**config.mk**
```make
export PLATFORM = sky130hd
export DESIGN_NAME = rtc_time_setter
export DESIGN_NICKNAME = d
export VERILOG_FILES = /design/src/rtl/rtc_pkg.sv /design/src/rtl/rtc_time_setter_key_debounce.sv /design/src/rtl/rtc_time_setter.sv
export SDC_FILE = /design/constraint.sdc
export NUM_CORES = 1
export LEC_CHECK = 0
export CAP_MARGIN = 30
export CORE_UTILIZATION = 45
export DETAILED_ROUTE_END_ITERATION = 7
export GPL_ROUTABILITY_DRIVEN = 0
export PLACE_DENSITY = 0.71
export SLEW_MARGIN = 0
export SYNTH_ARGS = -nofsm -noshare
export SYNTH_HDL_FRONTEND = slang
export SYNTH_SLANG_ARGS = --single-unit
```
**constraint.sdc**
```tcl
create_clock -name clk -period 4.7 [get_ports clk]
set_input_delay 0.94 -clock clk [delete_from_list [all_inputs] [get_ports clk]]
set_output_delay 0.94 -clock clk [all_outputs]
set_load 0.02 [all_outputs]
```
**src/rtl/rtc_pkg.sv**
```systemverilog
// rtc_pkg: shared definitions for the MM:SS.cc time-setting controller.
//   - state_t  : controller state encoding
//   - bcd60_t  : packed BCD value {tens[6:4], units[3:0]} in the range 00..59
//   - bcd60_valid / bcd60_fix / bcd60_inc / bcd60_dec : mod-60 BCD helpers
package rtc_pkg;

  localparam int BCD_W = 7;

  typedef logic [BCD_W-1:0] bcd60_t;

  typedef enum logic [1:0] {
    RUN     = 2'd0,
    SET_MIN = 2'd1,
    SET_SEC = 2'd2,
    COMMIT  = 2'd3
  } state_t;

  // Blank masks for HEX5..HEX0: minutes live on HEX5/HEX4, seconds on HEX3/HEX2.
  localparam logic [5:0] HIDE_MIN = 6'b110000;
  localparam logic [5:0] HIDE_SEC = 6'b001100;

  function automatic logic bcd60_valid(input bcd60_t v);
    return (v[6:4] <= 3'd5) && (v[3:0] <= 4'd9);
  endfunction

  function automatic bcd60_t bcd60_fix(input bcd60_t v);
    return bcd60_valid(v) ? v : '0;
  endfunction

  function automatic bcd60_t bcd60_inc(input bcd60_t v);
    if (!bcd60_valid(v) || v == 7'h59) return '0;
    if (v[3:0] == 4'd9) return {v[6:4] + 3'd1, 4'd0};
    return {v[6:4], v[3:0] + 4'd1};
  endfunction

  function automatic bcd60_t bcd60_dec(input bcd60_t v);
    if (!bcd60_valid(v)) return '0;
    if (v == 7'h00) return 7'h59;
    if (v[3:0] == 4'd0) return {v[6:4] - 3'd1, 4'd9};
    return {v[6:4], v[3:0] - 4'd1};
  endfunction

endpackage

```
**src/rtl/rtc_time_setter_key_debounce.sv**
```systemverilog
// key_debounce: synchronizer plus stability filter for one active-low button.
//   clk    : system clock
//   aclr   : asynchronous reset, active-high (debounced level resets to released)
//   key_n  : raw button, active-low, asynchronous to clk
//   press  : one-cycle pulse on an accepted released->pressed transition
module key_debounce #(
  parameter int DEBOUNCE_CYC = 1_000_000
) (
  input  logic clk,
  input  logic aclr,
  input  logic key_n,
  output logic press
);

  localparam int CW = $clog2(DEBOUNCE_CYC + 1);

  logic          sync1;
  logic          sync2;
  logic          level;
  logic [CW-1:0] cnt;

  // cnt is reloaded whenever the sample agrees with the accepted level, so it
  // only runs out after DEBOUNCE_CYC consecutive disagreeing samples.
  always_ff @(posedge clk or posedge aclr) begin
    if (aclr) begin
      sync1 <= 1'b1;
      sync2 <= 1'b1;
      level <= 1'b1;
      cnt   <= '0;
      press <= 1'b0;
    end else begin
      sync1 <= key_n;
      sync2 <= sync1;
      press <= 1'b0;
      if (sync2 == level) begin
        cnt <= CW'(DEBOUNCE_CYC - 1);
      end else if (cnt == '0) begin
        level <= sync2;
        press <= ~sync2;
        cnt   <= CW'(DEBOUNCE_CYC - 1);
      end else begin
        cnt <= cnt - CW'(1);
      end
    end
  end

endmodule

```
**src/rtl/rtc_time_setter.sv**
```systemverilog
// rtc_time_setter: key-driven MM:SS editor for the real-time clock.
//   clk, aclr                     : system clock, async active-high reset
//   key_mode_n/key_inc_n/key_dec_n: raw active-low buttons
//   cur_min, cur_sec              : running time (packed BCD), captured on edit entry
//   set_min, set_sec              : edited time (packed BCD), valid while load=1
//   load                          : one-cycle strobe, clock takes set_* and clears cc
//   run_en                        : clock count enable, low while editing
//   editing                       : high in SET_MIN / SET_SEC
//   hide                          : per-digit blank mask for HEX5..HEX0
//
// state   | meaning
// --------+---------------------------------------------------
// RUN     | clock running, inc/dec ignored
// SET_MIN | editing minutes, minute digits blink
// SET_SEC | editing seconds, second digits blink
// COMMIT  | one cycle, load strobe to the clock, then RUN
module rtc_time_setter
  import rtc_pkg::*;
#(
  parameter int DEBOUNCE_CYC = 1_000_000,
  parameter int BLINK_CYC    = 12_500_000,
  parameter int TIMEOUT_CYC  = 500_000_000
) (
  input  logic         clk,
  input  logic         aclr,
  input  logic         key_mode_n,
  input  logic         key_inc_n,
  input  logic         key_dec_n,
  input  logic [6:0]   cur_min,
  input  logic [6:0]   cur_sec,
  output logic [6:0]   set_min,
  output logic [6:0]   set_sec,
  output logic         load,
  output logic         run_en,
  output logic         editing,
  output logic [5:0]   hide
);

  localparam int IW = $clog2(TIMEOUT_CYC + 1);
  localparam int BW = $clog2(BLINK_CYC + 1);

  logic ev_mode, ev_inc, ev_dec;

  key_debounce #(.DEBOUNCE_CYC(DEBOUNCE_CYC)) u_db_mode (
    .clk(clk), .aclr(aclr), .key_n(key_mode_n), .press(ev_mode));
  key_debounce #(.DEBOUNCE_CYC(DEBOUNCE_CYC)) u_db_inc (
    .clk(clk), .aclr(aclr), .key_n(key_inc_n), .press(ev_inc));
  key_debounce #(.DEBOUNCE_CYC(DEBOUNCE_CYC)) u_db_dec (
    .clk(clk), .aclr(aclr), .key_n(key_dec_n), .press(ev_dec));

  state_t        state, state_nxt;
  bcd60_t        min_nxt, sec_nxt;
  logic [IW-1:0] idle_cnt, idle_nxt;
  logic [BW-1:0] blink_cnt, blink_nxt;
  logic          phase, phase_nxt;
  logic          any_ev, step_inc, step_dec;
  logic          edit_now, edit_nxt, timeout;

  always_comb begin
    any_ev   = ev_mode | ev_inc | ev_dec;
    // inc and dec landing together cancel each other
    step_inc = ev_inc & ~ev_dec;
    step_dec = ev_dec & ~ev_inc;
    edit_now = (state == SET_MIN) || (state == SET_SEC);
    timeout  = edit_now && (idle_cnt == '0) && !any_ev;

    state_nxt = state;
    min_nxt   = set_min;
    sec_nxt   = set_sec;

    case (state)
      RUN: begin
        if (ev_mode) begin
          state_nxt = SET_MIN;
          min_nxt   = bcd60_fix(cur_min);
          sec_nxt   = bcd60_fix(cur_sec);
        end
      end
      SET_MIN: begin
        if (ev_mode)       state_nxt = SET_SEC;
        else if (timeout)  state_nxt = RUN;
        else if (step_inc) min_nxt   = bcd60_inc(set_min);
        else if (step_dec) min_nxt   = bcd60_dec(set_min);
      end
      SET_SEC: begin
        if (ev_mode)       state_nxt = COMMIT;
        else if (timeout)  state_nxt = RUN;
        else if (step_inc) sec_nxt   = bcd60_inc(set_sec);
        else if (step_dec) sec_nxt   = bcd60_dec(set_sec);
      end
      default: state_nxt = RUN;
    endcase

    edit_nxt = (state_nxt == SET_MIN) || (state_nxt == SET_SEC);

    // Idle timer only runs while staying in an edit state with no key activity.
    if (edit_now && edit_nxt && !any_ev) idle_nxt = idle_cnt - IW'(1);
    else                                 idle_nxt = IW'(TIMEOUT_CYC - 1);

    // Blink phase restarts at 0 on edit entry and keeps running across fields.
    phase_nxt = 1'b0;
    blink_nxt = BW'(BLINK_CYC - 1);
    if (edit_now && edit_nxt) begin
      if (blink_cnt == '0) begin
        phase_nxt = ~phase;
      end else begin
        phase_nxt = phase;
        blink_nxt = blink_cnt - BW'(1);
      end
    end
  end

  // Outputs are registered from the next-state values so they line up with state.
  always_ff @(posedge clk or posedge aclr) begin
    if (aclr) begin
      state     <= RUN;
      set_min   <= '0;
      set_sec   <= '0;
      idle_cnt  <= '0;
      blink_cnt <= '0;
      phase     <= 1'b0;
      load      <= 1'b0;
      run_en    <= 1'b1;
      editing   <= 1'b0;
      hide      <= '0;
    end else begin
      state     <= state_nxt;
      set_min   <= min_nxt;
      set_sec   <= sec_nxt;
      idle_cnt  <= idle_nxt;
      blink_cnt <= blink_nxt;
      phase     <= phase_nxt;
      load      <= (state_nxt == COMMIT);
      run_en    <= (state_nxt == RUN) || (state_nxt == COMMIT);
      editing   <= edit_nxt;
      if (state_nxt == SET_MIN && phase_nxt)      hide <= HIDE_MIN;
      else if (state_nxt == SET_SEC && phase_nxt) hide <= HIDE_SEC;
      else                                        hide <= '0;
    end
  end

endmodule

```
==> report_table.html, run 1 <==
<table>
<tr><th>Metric</th><th>Value</th></tr>
<tr><th colspan="2">Drt</th></tr>
<tr><td>Mean routed wirelength per cell</td><td>13.87 microns</td></tr>
<tr><td>First DRT Iteration DRCs</td><td>395</td></tr>
<tr><td>Final Routed Wirelength</td><td>14800 microns</td></tr>
<tr><td>Number of vias per cell after detailed routing</td><td>5.473</td></tr>
<tr><td>DR vias</td><td>5840</td></tr>
<tr><td>Post-detailed-route DRC marker count</td><td>0</td></tr>
<tr><td>Detailed-routing iteration count for the pre-antenna-repair pass</td><td>5</td></tr>
<tr><td>ANT nets after route</td><td>0</td></tr>
<tr><th colspan="2">Synthesis</th></tr>
<tr><td>Sequential fraction of the synthesis area</td><td>47.32%</td></tr>
<tr><td>Area of the mapped netlist</td><td>7800 sq um</td></tr>
<tr><td>Number of cells produced by synthesis</td><td>799</td></tr>
<tr><td>Number of distinct standard cells referenced by the synthesized netlist</td><td>71</td></tr>
<tr><td>Mean area per synthesized cell</td><td>9.762 sq um</td></tr>
<tr><td>Number of warnings issued by yosys</td><td>0</td></tr>
<tr><td>Synthesized flop and latch total</td><td>147</td></tr>
<tr><td>Proportion of synthesized flip-flops having asynchronous set or reset</td><td>100.0%</td></tr>
<tr><td>Number of flops mapped to enable cells by yosys</td><td>0</td></tr>
<tr><td>Most instantiated flip-flop cell in the synthesis netlist</td><td>sky130_fd_sc_hd__dfrtp_1</td></tr>
<tr><th colspan="2">GRT</th></tr>
<tr><td>Global route overflow</td><td>0</td></tr>
<tr><td>Antenna violations before repair</td><td>0</td></tr>
<tr><td>Vias in the first global route</td><td>5710</td></tr>
<tr><td>Largest net degree at the start of global routing</td><td>148</td></tr>
<tr><td>Wire length of the first global-routing pass</td><td>26210 microns</td></tr>
<tr><td>Global routing usage summed across all routing layers</td><td>17.99%</td></tr>
<tr><th colspan="2">STA</th></tr>
<tr><td>Max Clk Rate</td><td>266.5 MHz</td></tr>
<tr><td>Setup repair after global routing missed its margin</td><td>no</td></tr>
<tr><td>Time the final worst path needs with I/O delays and setup</td><td>3752 ps</td></tr>
<tr><td>Fin. Hold Viols</td><td>0</td></tr>
<tr><td>Final period util</td><td>79.84%</td></tr>
<tr><td>Setup_tns</td><td>0 ps</td></tr>
<tr><td>Count of final setup violators</td><td>0</td></tr>
<tr><td>Relative max-transition margin</td><td>35.16%</td></tr>
<tr><td>Worst Clk Skew</td><td>6.090 ps</td></tr>
<tr><td>Worst Max-Slew Pin Slew</td><td>965.2 ps</td></tr>
<tr><td>Number of pins with negative max-slew slack in the final report</td><td>0</td></tr>
<tr><th colspan="2">Cells and area</th></tr>
<tr><td>Layout cells sized above 1</td><td>8.501%</td></tr>
<tr><td>Area growth from synthesis to final layout</td><td>15.11%</td></tr>
<tr><td>Net total in the final layout</td><td>879</td></tr>
<tr><td>Finished Layout Cells</td><td>1067</td></tr>
<tr><td>Antenna diode instance count</td><td>0</td></tr>
<tr><th colspan="2">Clocking</th></tr>
<tr><td>CTS buffer count</td><td>17</td></tr>
<tr><td>Root cell of the clock tree</td><td>sky130_fd_sc_hd__clkbuf_16</td></tr>
<tr><td>Max clock buf depth</td><td>2</td></tr>
<tr><td>Clock tree from TritonCTS</td><td>built</td></tr>
<tr><td>Quantity of hold-fixing buffers added after cts</td><td>0</td></tr>
<tr><td>Number of H-tree branching levels</td><td>4</td></tr>
<tr><td>Setup repair bufs after CTS</td><td>0</td></tr>
<tr><td>Cells resized by post-CTS repair</td><td>0</td></tr>
<tr><td>Clock transition time at the flip-flop clock pins of the worst setup and hold paths</td><td>60 ps</td></tr>
<tr><td>Clock net sink count</td><td>147</td></tr>
<tr><td>Clk_lat worst skew</td><td>420 ps</td></tr>
<tr><th colspan="2">Floorplanning</th></tr>
<tr><td>Total core area</td><td>16760 sq um</td></tr>
<tr><td>Area of the die</td><td>17860 sq um</td></tr>
<tr><td>Row count</td><td>47</td></tr>
<tr><td>Starting utilization of the core area</td><td>46.54%</td></tr>
<tr><td>Die Y-Extent</td><td>133.7 microns</td></tr>
<tr><td>Horiz. Die Dim</td><td>133.7 microns</td></tr>
<tr><td>I/O pin count</td><td>42</td></tr>
<tr><th colspan="2">Run status</th></tr>
<tr><td>Outcome</td><td>completed</td></tr>
<tr><th colspan="2">Place</th></tr>
<tr><td>Detailed Place HPWL</td><td>9862 microns</td></tr>
<tr><td>Port Buffers</td><td>39</td></tr>
<tr><td>Post-Place Cells</td><td>1035</td></tr>
<tr><th colspan="2">Worst setup path</th></tr>
<tr><td>Worst setup startpoint</td><td>idle_cnt[22]</td></tr>
<tr><td>Endpoint kind of the worst setup timing path</td><td>register</td></tr>
<tr><td>Crit path arrival time</td><td>4010 ps</td></tr>
<tr><td>Worst Path Max Fanout</td><td>20</td></tr>
<tr><td>Classification of the worst setup path</td><td>register to register</td></tr>
<tr><td>Launching point of the worst reg2reg path</td><td>idle_cnt[22]</td></tr>
<tr><td>Worst setup SP type</td><td>register</td></tr>
<tr><td>Worst path required time</td><td>4960 ps</td></tr>
<tr><th colspan="2">Power and ir drop</th></tr>
<tr><td>Sw power</td><td>0.5635 mW</td></tr>
<tr><td>Static leakage</td><td>3.252 nW</td></tr>
<tr><td>VDD IR-drop max</td><td>0.2630 mV</td></tr>
<tr><td>Switching Fraction</td><td>20.52%</td></tr>
<tr><td>Power density over the cells</td><td>305.8 nW/um^2</td></tr>
<tr><td>Share of total power in sequential cells</td><td>47.0%</td></tr>
<tr><td>Internal Power</td><td>2.182 mW</td></tr>
<tr><td>Combinational power share</td><td>3.4%</td></tr>
<tr><td>Clock network power share</td><td>49.7%</td></tr>
<tr><th colspan="2">Hold path</th></tr>
<tr><td>Hold_sp</td><td>u_db_inc.sync1</td></tr>
<tr><td>Path class of the lowest-slack min-delay path</td><td>register to register</td></tr>
<tr><th colspan="2">Run</th></tr>
<tr><td>Count of maximum capacitance violations</td><td>0</td></tr>
</table>
cell families (layout without fill, tap and decap cells):
kind of cell	Yosys count	after routing	synth area share, %
AND/OR/NAND/NOR	368	368	25.22
flip-flops	147	147	47.32
AO/OA/AOI/OAI	109	109	9.480
XOR/XNOR	87	87	9.769
buffers and inverters	54	101	3.000
adder cells (fa/ha/maj)	26	26	4.171
multiplexers	7	7	0.9945
other	1	2	0.04808
area by class of cell:
type / instances / area [sq um]
Clock inverter: 11 / 132.6
Multi-Input combinational cell: 599 / 3879
Tap cell: 220 / 275.3
Timing Repair Buffer: 42 / 425.4
Inverter: 27 / 105.1
Sequential cell: 147 / 3691
Clock buffer: 21 / 470.5
Fill cell: 1477 / 7781
state kept, by name, indices dropped and copies added (netlist names), 2 cells and up:
name / cells
idle_cnt: 29
blink_cnt: 24
u_db_dec.cnt: 20
u_db_inc.cnt: 20
u_db_mode.cnt: 20
set_min: 7
set_sec: 7
hide: 2
state: 2
final timing paths:
kind,to,cells after the start,slack [ps]
setup / recovery,idle_cnt[6],9,950
hold / removal,u_db_inc.sync2,0,360
setup reg to reg,idle_cnt[6],9,950
hold reg to reg,u_db_inc.sync2,0,360
max in group asynchronous,set_sec[3],3,3030
min in group asynchronous,blink_cnt[8],3,1070
Yosys cell counts, drive strengths merged, types with 4 or more instances:
cell type	number	share of area (%)
dfrtp	137	44
nand2	96	4.6
nor2	79	3.8
xnor2	51	5.7
nor3	36	2.4
xor2	36	4.0
o21ai	28	1.8
inv	27	1.3
ha	26	4.2
nand3	26	1.7
nor4	26	2.6
clkbuf	20	0.96
a21oi	19	1.2
or3	16	1.4
or4	16	1.7
nand4	12	0.96
o31ai	11	1.1
dfstp	10	3.4
nand2b	9	0.72
nor4b	9	1.3
and2	7	0.59
buf	7	0.74
nand3b	7	0.67
mux2	6	0.87
a211oi	5	0.48
a221oi	5	0.56
nor2b	5	0.40
nor3b	5	0.48
a22oi	4	0.39
a31oi	4	0.32
and3	4	0.32
nand4b	4	0.45
o41ai	4	0.45
or2	4	0.32
through the flow:
step / worst slack (ps) / power (mW) / area, sq um / hold slack (ps) / utilization (%)
floorplan: 1366 / 1.369 / 7807 / 345.2 / -
global placement: 1032 / 1.404 / 8368 / 348.2 / 49.93
detailed placement: 943.0 / 1.405 / 8376 / 349.0 / 49.97
CTS: 929.6 / 2.785 / 8979 / 360.1 / 53.57
global route: 585.1 / 2.857 / 8979 / 362.8 / 53.57
finish: 947.7 / 2.746 / 8979 / 358.9 / 53.57
power by group through the flow:
stage | Clock [mW] | Combinational, mW | Sequential (mW)
final | 1.36 | 0.0921 | 1.29
after global routing | 1.46 | 0.105 | 1.29
after CTS | 1.40 | 0.0946 | 1.29
after detailed placement | 0 | 0.0939 | 1.31
after global placement | 0 | 0.0932 | 1.31
after floorplan | 0 | 0.0593 | 1.31
cell usage in the layout, fill, tap and decap left out, types with 9 or more instances in the layout:
cell type	instances
sky130_fd_sc_hd__a21oi_1	19
sky130_fd_sc_hd__clkbuf_16	17
sky130_fd_sc_hd__clkdlybuf4s50_1	39
sky130_fd_sc_hd__dfrtp_1	137
sky130_fd_sc_hd__dfstp_2	10
sky130_fd_sc_hd__ha_1	26
sky130_fd_sc_hd__inv_1	26
sky130_fd_sc_hd__nand2_1	96
sky130_fd_sc_hd__nand2b_1	9
sky130_fd_sc_hd__nand3_1	26
sky130_fd_sc_hd__nand4_1	12
sky130_fd_sc_hd__nor2_1	79
sky130_fd_sc_hd__nor3_1	35
sky130_fd_sc_hd__nor4_1	21
sky130_fd_sc_hd__o21ai_0	26
sky130_fd_sc_hd__o31ai_1	11
sky130_fd_sc_hd__or3_1	14
sky130_fd_sc_hd__or4_1	13
sky130_fd_sc_hd__xnor2_1	51
sky130_fd_sc_hd__xor2_1	36
metal layers:
layer  share of wire (%)  track usage, %
met1                  49           24.24
met2                  46           28.76
met3                 4.2           3.539
met4                 1.3           6.629
met5                   0               0
critical path, stage by stage (launching register included):
cell and delay (ps):
sky130_fd_sc_hd__dfrtp_1 420, sky130_fd_sc_hd__or4_1 600, sky130_fd_sc_hd__nand4b_1 360, sky130_fd_sc_hd__or3_1 530, sky130_fd_sc_hd__o21ai_1 200, sky130_fd_sc_hd__a221o_1 170
sky130_fd_sc_hd__ha_1 250, sky130_fd_sc_hd__nor2b_1 270, sky130_fd_sc_hd__and2_1 610, sky130_fd_sc_hd__o21ai_0 190
(Power assumes the default switching activity.)
==> run 2: changes to the inputs <==
PLACE_DENSITY = 0.69   (was 0.71)
clock period = 3.65 ns   (was 4.7 ns; I/O delays follow)
==> report_table.html, run 2 (synthesis gave the netlist of run 1 again) <==
<table>
<tr><th>Metric</th><th>Value</th></tr>
<tr><th colspan="2">Drt</th></tr>
<tr><td>Post-detailed-route DRC marker count</td><td>0</td></tr>
<tr><td>Detailed-routing iteration count for the pre-antenna-repair pass</td><td>5</td></tr>
<tr><td>Mean routed wirelength per cell</td><td>14.00 microns</td></tr>
<tr><td>Final Routed Wirelength</td><td>15080 microns</td></tr>
<tr><td>DR vias</td><td>5892</td></tr>
<tr><td>First DRT Iteration DRCs</td><td>276</td></tr>
<tr><td>Number of vias per cell after detailed routing</td><td>5.471</td></tr>
<tr><td>ANT nets after route</td><td>0</td></tr>
<tr><th colspan="2">GRT</th></tr>
<tr><td>Wire length of the first global-routing pass</td><td>26590 microns</td></tr>
<tr><td>Vias in the first global route</td><td>5650</td></tr>
<tr><td>Global route overflow</td><td>0</td></tr>
<tr><td>Largest net degree at the start of global routing</td><td>68</td></tr>
<tr><td>Antenna violations before repair</td><td>0</td></tr>
<tr><td>Global routing usage summed across all routing layers</td><td>18.36%</td></tr>
<tr><th colspan="2">Worst setup path</th></tr>
<tr><td>Crit path arrival time</td><td>3710 ps</td></tr>
<tr><td>Worst setup SP type</td><td>register</td></tr>
<tr><td>Reg2reg setup slack</td><td>230 ps</td></tr>
<tr><td>Classification of the worst setup path</td><td>register to register</td></tr>
<tr><td>Worst Path Max Fanout</td><td>20</td></tr>
<tr><td>Worst path required time</td><td>3940 ps</td></tr>
<tr><td>Endpoint kind of the worst setup timing path</td><td>register</td></tr>
<tr><th colspan="2">Power and ir drop</th></tr>
<tr><td>Post-layout total power</td><td>3.564 mW</td></tr>
<tr><td>Power density over the cells</td><td>393.1 nW/um^2</td></tr>
<tr><td>Internal Power</td><td>2.802 mW</td></tr>
<tr><td>Switching Fraction</td><td>21.37%</td></tr>
<tr><td>Static leakage</td><td>3.299 nW</td></tr>
<tr><td>Sw power</td><td>0.7616 mW</td></tr>
<tr><td>VDD IR-drop max</td><td>0.3378 mV</td></tr>
<tr><td>Share of total power in sequential cells</td><td>46.6%</td></tr>
<tr><td>Combinational power share</td><td>3.5%</td></tr>
<tr><td>Clock network power share</td><td>50.0%</td></tr>
<tr><th colspan="2">Clocking</th></tr>
<tr><td>Clk_lat worst skew</td><td>420 ps</td></tr>
<tr><td>Clock transition time at the flip-flop clock pins of the worst setup and hold paths</td><td>60 ps</td></tr>
<tr><td>CTS buffer count</td><td>17</td></tr>
<tr><td>Cells resized by post-CTS repair</td><td>0</td></tr>
<tr><td>Max clock buf depth</td><td>2</td></tr>
<tr><td>Clock net sink count</td><td>147</td></tr>
<tr><td>Root cell of the clock tree</td><td>sky130_fd_sc_hd__clkbuf_16</td></tr>
<tr><td>Clock tree from TritonCTS</td><td>built</td></tr>
<tr><td>Number of H-tree branching levels</td><td>4</td></tr>
<tr><th colspan="2">STA</th></tr>
<tr><td>WHS</td><td>354.6 ps</td></tr>
<tr><td>Worst Clk Skew</td><td>11.67 ps</td></tr>
<tr><td>Worst Max-Slew Pin Slew</td><td>826.4 ps</td></tr>
<tr><td>Fin. Hold Viols</td><td>0</td></tr>
<tr><td>Setup repair after global routing missed its margin</td><td>no</td></tr>
<tr><td>Relative max-transition margin</td><td>44.13%</td></tr>
<tr><td>Final period util</td><td>93.80%</td></tr>
<tr><td>Number of pins with negative max-slew slack in the final report</td><td>0</td></tr>
<tr><td>Time the final worst path needs with I/O delays and setup</td><td>3424 ps</td></tr>
<tr><td>Max Clk Rate</td><td>292.1 MHz</td></tr>
<tr><td>Count of final setup violators</td><td>0</td></tr>
<tr><td>Setup_tns</td><td>0 ps</td></tr>
<tr><th colspan="2">Floorplanning</th></tr>
<tr><td>Horiz. Die Dim</td><td>133.7 microns</td></tr>
<tr><td>Starting utilization of the core area</td><td>46.54%</td></tr>
<tr><td>I/O pin count</td><td>42</td></tr>
<tr><td>Row count</td><td>47</td></tr>
<tr><td>Die Y-Extent</td><td>133.7 microns</td></tr>
<tr><td>Area of the die</td><td>17860 sq um</td></tr>
<tr><td>Total core area</td><td>16760 sq um</td></tr>
<tr><th colspan="2">Place</th></tr>
<tr><td>Detailed Place HPWL</td><td>10280 microns</td></tr>
<tr><td>Port Buffers</td><td>39</td></tr>
<tr><th colspan="2">Hold path</th></tr>
<tr><td>Path class of the lowest-slack min-delay path</td><td>register to register</td></tr>
<tr><th colspan="2">Cells and area</th></tr>
<tr><td>Largest registers in the final layout</td><td>idle_cnt x29, blink_cnt x24</td></tr>
<tr><td>Area growth from synthesis to final layout</td><td>16.23%</td></tr>
<tr><td>Register with the most flip-flops</td><td>idle_cnt</td></tr>
<tr><td>Flip-flop count of the largest register, all copies and words added</td><td>29</td></tr>
<tr><td>Layout cells sized above 1</td><td>9.685%</td></tr>
<tr><td>Net total in the final layout</td><td>889</td></tr>
<tr><td>Count of fill cells added during filler insertion</td><td>1496</td></tr>
<tr><td>Antenna diode instance count</td><td>0</td></tr>
<tr><td>Most used cells in the layout excluding fill and tap cells</td><td>sky130_fd_sc_hd__dfrtp_1 (137), sky130_fd_sc_hd__nand2_1 (96), sky130_fd_sc_hd__nor2_1 (79)</td></tr>
<tr><td>Most common cell after layout, fill and taps aside</td><td>sky130_fd_sc_hd__dfrtp_1</td></tr>
<tr><th colspan="2">Run status</th></tr>
<tr><td>Outcome</td><td>completed</td></tr>
<tr><th colspan="2">Run</th></tr>
<tr><td>Count of maximum capacitance violations</td><td>0</td></tr>
</table>
## run 2: worst max-delay path: stages (launching register included)
cell	delay, ps
sky130_fd_sc_hd__dfrtp_1	430
sky130_fd_sc_hd__or4_4	570
sky130_fd_sc_hd__or3_4	460
sky130_fd_sc_hd__or3_1	420
sky130_fd_sc_hd__o21ai_1	190
sky130_fd_sc_hd__a221o_1	170
sky130_fd_sc_hd__ha_1	250
sky130_fd_sc_hd__nor2b_1	270
sky130_fd_sc_hd__and2_1	170
sky130_fd_sc_hd__buf_4	230
sky130_fd_sc_hd__o211ai_1	130
## run 2: worst paths after layout
kind,startpoint,to,cells past startpoint
max in group asynchronous,aclr,idle_cnt[28],3
min in group asynchronous,aclr,u_db_dec.cnt[10],3
hold / removal,u_db_inc.sync1,u_db_inc.sync2,0
setup reg to reg,idle_cnt[14],idle_cnt[19],10
setup / recovery,idle_cnt[14],idle_cnt[19],10
hold reg to reg,u_db_inc.sync1,u_db_inc.sync2,0
## run 2: power by group through the flow
stage	logic [mW]	registers, mW	clock network (mW)
after floorplan	0.0764	1.69	0
after global placement	0.121	1.69	0
after detailed placement	0.126	1.69	0
after CTS	0.127	1.66	1.82
after global routing	0.141	1.66	1.89
final	0.123	1.66	1.78
## run 2: stage by stage
| step | setup slack [ps] | area, sq um | std cells | utilization (%) |
|---|---|---|---|---|
| floorplan | 315.9 | 7807 | 800 | - |
| global placement | 331.3 | 8416 | 1042 | 50.21 |
| detailed placement | 233.1 | 8451 | 1044 | 50.42 |
| CTS | 220.6 | 9059 | 1076 | 54.05 |
| global route | 19.18 | 9066 | 1077 | 54.09 |
| finish | 226.2 | 9066 | 1077 | 54.09 |
## run 2: area by class of cell
class                   instances  area [sq um]  area share [%]
multi-input cells             599          3879           42.78
flip-flops and latches        147          3691           40.71
repair buffers                 52         508.0           5.603
clock buffers                  19         452.9           4.996
well taps                     220         275.3           3.036
clock inverters                13         155.1           1.711
inverters                      27         105.1           1.159
## run 2: what timing repair did
item,4_1_cts,5_1_grt
buffers inserted,0,1
endpoints found under the setup margin,0,1
hold buffers,0,0
## run 2: layer usage
metal  track usage [%]  part of all wire (%)  vias up
met4             5.366                  0.92        0
met5                 0                     0        -
met3             3.881                   3.2       11
li1                  -                     -     2929
met2             28.56                    46      114
met1             25.76                    50     2838
==> patch 1: new RTL, settings of run 2 <==
Set the parameter `BLINK_CYC` to 6_250_000 (it was 12_500_000).
--- a/src/rtl/rtc_time_setter.sv
+++ b/src/rtl/rtc_time_setter.sv
@@ -20,3 +20,3 @@
   parameter int DEBOUNCE_CYC = 1_000_000,
-  parameter int BLINK_CYC    = 12_500_000,
+  parameter int BLINK_CYC    = 6_250_000,
   parameter int TIMEOUT_CYC  = 500_000_000
Behaviour: no difference found for any inputs over 10 cycles, from zero or initial values; that may be too few to reach the edited logic, so the function may still have changed.
==> patch 1 against run 2 <==
Combinational power up 7%; design area down 1.0%; total power down 1.3%; worst hold slack got worse by 0.0037 ns; via count decreased by 5.0%; sequential cell count down 1; worst setup slack improved by 0.21 ns; routed wire length is 5.2% lower; area after synthesis shrank 0.67%; largest cell class unchanged.
==> patch 1: results (changes against run 2) <==
[worst_setup_path]
regToRegStartpoint=idle_cnt[11]$_DFF_PP0_
ff2ff_setup_slack_ns=0.44  ; +0.21 ns
path_delay_family=simple AND/OR/NAND/NOR gates
crit_end=idle_cnt[3]$_DFF_PP0_
crit_path_max_fo=16  ; -20%
crit_arrival_ns=3.49  ; -0.22 ns

[timing]
min_period_ns=3.211  ; -0.2127 ns
hold-worst-slack_ns=0.3509  ; -0.003683 ns
relSlewSlack_pct=43.32  ; -0.81 points
clock_skew_ns=0.01772  ; +0.006048 ns

[route]
routed-via-count=5595  ; -5.0%
route.final.wire_length_um=14290  ; -5.2%
drt-initial-drc-count=286  ; +3.6%
number_of_detailed_route_iterations_in_the_first_pass=4  ; -1

[clock_tree]
cts.clk_slew.worst_paths_ns=0.06  ; about the same
worstSkewPairLatency_ns=0.42  ; about the same

[cells_and_area]
layout.filler_cells=1493  ; -0.20%
layout-drive-gt1-share_pct=9.917  ; +0.23 points
final_nets=879  ; -1.1%
reg.largest.list=idle_cnt: 29 flops, blink_cnt: 23 flops

[place]
dpl_worst_slack_ns=0.4585  ; +0.2253 ns
postPlaceCellArea_mm2=0.008381  ; -0.83%
detailedPlacementHpwl_um=9740  ; -5.3%

[pwr]
peak_supply_drop_uv=410.3  ; +21%
total_leakage_power_nw=3.310  ; +0.33%

[synth]
compound_gate_fraction_of_synth_area_pct=7.558  ; -1.9 points
ys_top_cells_by_area=dfrtp_1 44%, xnor2_1 7.0%, nand2_1 4.4%
xor_xnor_share_of_the_synthesized_area_pct=10.97  ; +1.2 points
synth_mux_area_share_pct=1.098  ; +0.10 points
share_of_synthesized_cell_area_in_full_adder_half_adder_and_majority_cells_pct=4.199  ; +0.028 points
synth.distinct_cells=63  ; -11%
seq_area_frac_synth_pct=47.32  ; about the same
synth_top_cells_by_count=136 x dfrtp_1, 91 x nand2_1, 86 x nor2_1

[grt]
via_count_of_the_first_global_routing_pass=5532  ; -2.1%
grt_pass1_wl_um=25550  ; -3.9%
total_global_routing_track_utilization_pct=17.65  ; -0.70 points
grt_start_max_net_pins=76  ; +12%

[status]
run_status=finished clean

## patch 1: cell type report
type | count | area, µm² | share of cell area [%]
clock inverters | 9 | 132.6 | 1.478
flip-flops and latches | 146 | 3666 | 40.86
well taps | 220 | 275.3 | 3.068
inverters | 23 | 90.09 | 1.004
repair buffers | 50 | 498.0 | 5.551
multi-input cells | 596 | 3851 | 42.93
clock buffers | 23 | 457.9 | 5.105
## patch 1: worst register-to-register path, delay by kind of cell, from the launching register on
kind	cells	cell delay, ns
fa+ha+maj	1	0.31
flops	1	0.41
compound gates	1	0.14
simple gates	7	2.02
buf+inv	1	0.21
## patch 1: metal layers
metal  part of all wire, %  vias up  track usage, %
li1                      -     2838               -
met1                    50     2676           23.60
met2                    46       75           28.56
met3                   3.2        6           4.338
met4                  0.79        0           4.924
met5                     0        -               0
## patch 1: per-stage QoR
step                      std cells  utilization (%)
after global routing           1067            53.72
after detailed placement       1035            50.18
after global placement         1035            50.18
after floorplan                 794                -
final                          1067            53.72
after CTS                      1067            53.72
## patch 1: cells by family (layout without fill, tap and decap cells)
logic type               count (synthesis)  in the layout
AND/OR/NAND/NOR                        382            382
other                                    1              2
multiplexers                             8              8
adder cells (fa/ha/maj)                 26             26
XOR/XNOR                                97             97
buffers and inverters                   52            105
AO/OA/AOI/OAI                           81             81
flip-flops                             146            146
## patch 1: report_power, final
group          total, mW  internal [mW]  switching [mW]
clock network       1.73           1.09           0.639
logic              0.132         0.0525          0.0790
registers           1.65           1.64          0.0171
total               3.52           2.78           0.735
==> patch 2: new RTL, config.mk and constraints of run 2 <==
Made on the original files. Register the output `hide` once more; this adds one clock of latency there. The other outputs are not delayed to match.
--- a/src/rtl/rtc_time_setter.sv
+++ b/src/rtl/rtc_time_setter.sv
@@ -40,2 +40,4 @@
   localparam int BW = $clog2(BLINK_CYC + 1);
+
+  logic [5:0] hide_s0;
 
@@ -124,3 +126,3 @@
       editing   <= 1'b0;
-      hide      <= '0;
+      hide_s0   <= '0;
     end else begin
@@ -135,6 +137,10 @@
       editing   <= edit_nxt;
-      if (state_nxt == SET_MIN && phase_nxt)      hide <= HIDE_MIN;
-      else if (state_nxt == SET_SEC && phase_nxt) hide <= HIDE_SEC;
-      else                                        hide <= '0;
+      if (state_nxt == SET_MIN && phase_nxt)      hide_s0 <= HIDE_MIN;
+      else if (state_nxt == SET_SEC && phase_nxt) hide_s0 <= HIDE_SEC;
+      else                                        hide_s0 <= '0;
     end
+  end
+
+  always_ff @(posedge clk) begin
+    hide <= hide_s0;
   end
Check against the original RTL: same outputs for any inputs over 10 cycles, from zero or initial values; that may be too few to reach the edited logic, so the function may still have changed.
==> patch 2 against run 2 <==
Area after synthesis fell by 3.4%; routed wire length is 7.9% lower; total power is 0.46% higher; sequential cell count up 2; worst setup slack gained 0.043 ns; combinational power decreased by 13%; via count shrank 7.1%; design area is 3.3% lower; synthesized cell count decreased by 2.1%; count of clock-buffer cells in the layout rose by 1; critical path depth grew 1; fmax rose by 1.3%; worst hold slack hardly changed; largest cell class is now registers; largest power group unchanged; highest routed layer unchanged.
==> patch 2: results (changes against run 2) <==
[clock_tree]
cts_max_level=4  ; unchanged
cell_at_the_root_of_the_clock_tree=clkbuf_16

[cells_and_area]
final_nets=870  ; -2.1%
fin_cells=1054  ; -2.1%
layout-drive-gt1-share_pct=7.518  ; -2.2 points

[pwr]
peak_supply_drop_uv=370.8  ; +9.8%
total_leakage_power_nw=3.353  ; +1.6%

[worst_setup_path]
crit_path_max_fo=8  ; -60%
cpPeakStageDelay_ns=0.59  ; +0.02 ns
worstSetupStartpoint=idle_cnt[19]$_DFF_PP0_
crit_arrival_ns=3.73  ; +0.02 ns

[synth]
async_flop_share_pct=98.66  ; -1.3 points
syn_avg_cell_area_um2=9.632  ; -1.3%
synth_top_cells_by_count=137 x dfrtp_1, 110 x nand2_1, 90 x nor2_1
synth.distinct_cells=60  ; -15%
seq_area_frac_synth_pct=49.53  ; +2.2 points
ys_top_cells_by_area=dfrtp_1 46%, xnor2_1 8.0%, nand2_1 5.5%

[route]
avgViaCountPerCell=5.191  ; -5.1%
number_of_detailed_route_iterations_in_the_first_pass=4  ; -1
route.final.wire_length_um=13900  ; -7.9%
drt-initial-drc-count=301  ; +9.1%

[grt]
via_count_of_the_first_global_routing_pass=5470  ; -3.2%
grt_start_max_net_pins=81  ; +19%
grt_pass1_wl_um=25070  ; -5.7%
total_global_routing_track_utilization_pct=17.75  ; -0.60 points

[place]
detailedPlacementHpwl_um=9449  ; -8.1%
numPlacedInstances=1022  ; -2.1%
postPlaceCellArea_mm2=0.008158  ; -3.5%

[hold_path]
hold_start=hide_s0[4]$_DFF_PP0_

[timing]
clock_skew_ns=0.006789  ; -0.004879 ns
worst_pin_slew_ns=0.8524  ; +0.02600 ns

[status]
run_status=finished clean

patch 2: through the flow:
stage	setup slack [ns]	hold slack (ns)
final	0.2688	0.3545
after global routing	0.05632	0.3575
after CTS	0.2199	0.3548
after detailed placement	0.2317	0.3426
after global placement	0.2882	0.3276
after floorplan	0.1846	0.3242
patch 2: kinds of logic after synthesis:
kind of cell	count (synthesis)	synth area share, %
xor+xnor	94	10.93
flops	149	49.53
other cells	1	0.04979
compound gates	86	7.758
fa+ha+maj	26	4.319
mux	3	0.4485
simple gates	378	24.49
buf+inv	45	2.475
patch 2: area by class of cell:
cell class              count  area, µm²
clock buffers              20      456.7
inverters                  23      90.09
flip-flops and latches    149       3731
multi-input cells         589       3622
fillers                  1465       7346
clock inverters            12      151.4
repair buffers             45      447.9
well taps                 216      270.3
patch 2: worst max-delay path: cells and delay by family, from the launching register on:
family,cells,cell delay [ns]
AOI/OAI and AO/OA,2,0.30
and+or+nand+nor,7,2.23
buffers and inverters,1,0.12
DFF,1,0.42
adders and majority gates,1,0.23
patch 2: per-layer routing:
layer / wire length [µm] / part of all wire [%] / vias up / GRT usage (%)
met5: 0 / 0 / - / 0
met4: 189 / 1.4 / 0 / 7.364
met3: 401 / 2.9 / 18 / 3.742
met2: 6376 / 46 / 61 / 28.01
met1: 6928 / 50 / 2616 / 23.74
li1: - / - / 2776 / -
patch 2: worst paths after layout:
path / end / slack [ns] / cells past startpoint
hold / removal: hide[4]$_DFF_P_ / 0.35 / 0
min in group asynchronous: u_db_mode.cnt[0]$_DFF_PP0_ / 0.70 / 2
setup / recovery: blink_cnt[22]$_DFF_PP0_ / 0.27 / 11
max in group asynchronous: run_en$_DFF_PP1_ / 2.16 / 3
hold reg to reg: hide[4]$_DFF_P_ / 0.35 / 0
setup reg to reg: blink_cnt[22]$_DFF_PP0_ / 0.27 / 11
patch 2: where the power goes:
group	total, mW	internal (mW)	switching (mW)
combinational	0.107	0.0393	0.0677
sequential	1.67	1.67	0.00826
clock	1.80	1.11	0.689
total	3.58	2.82	0.765
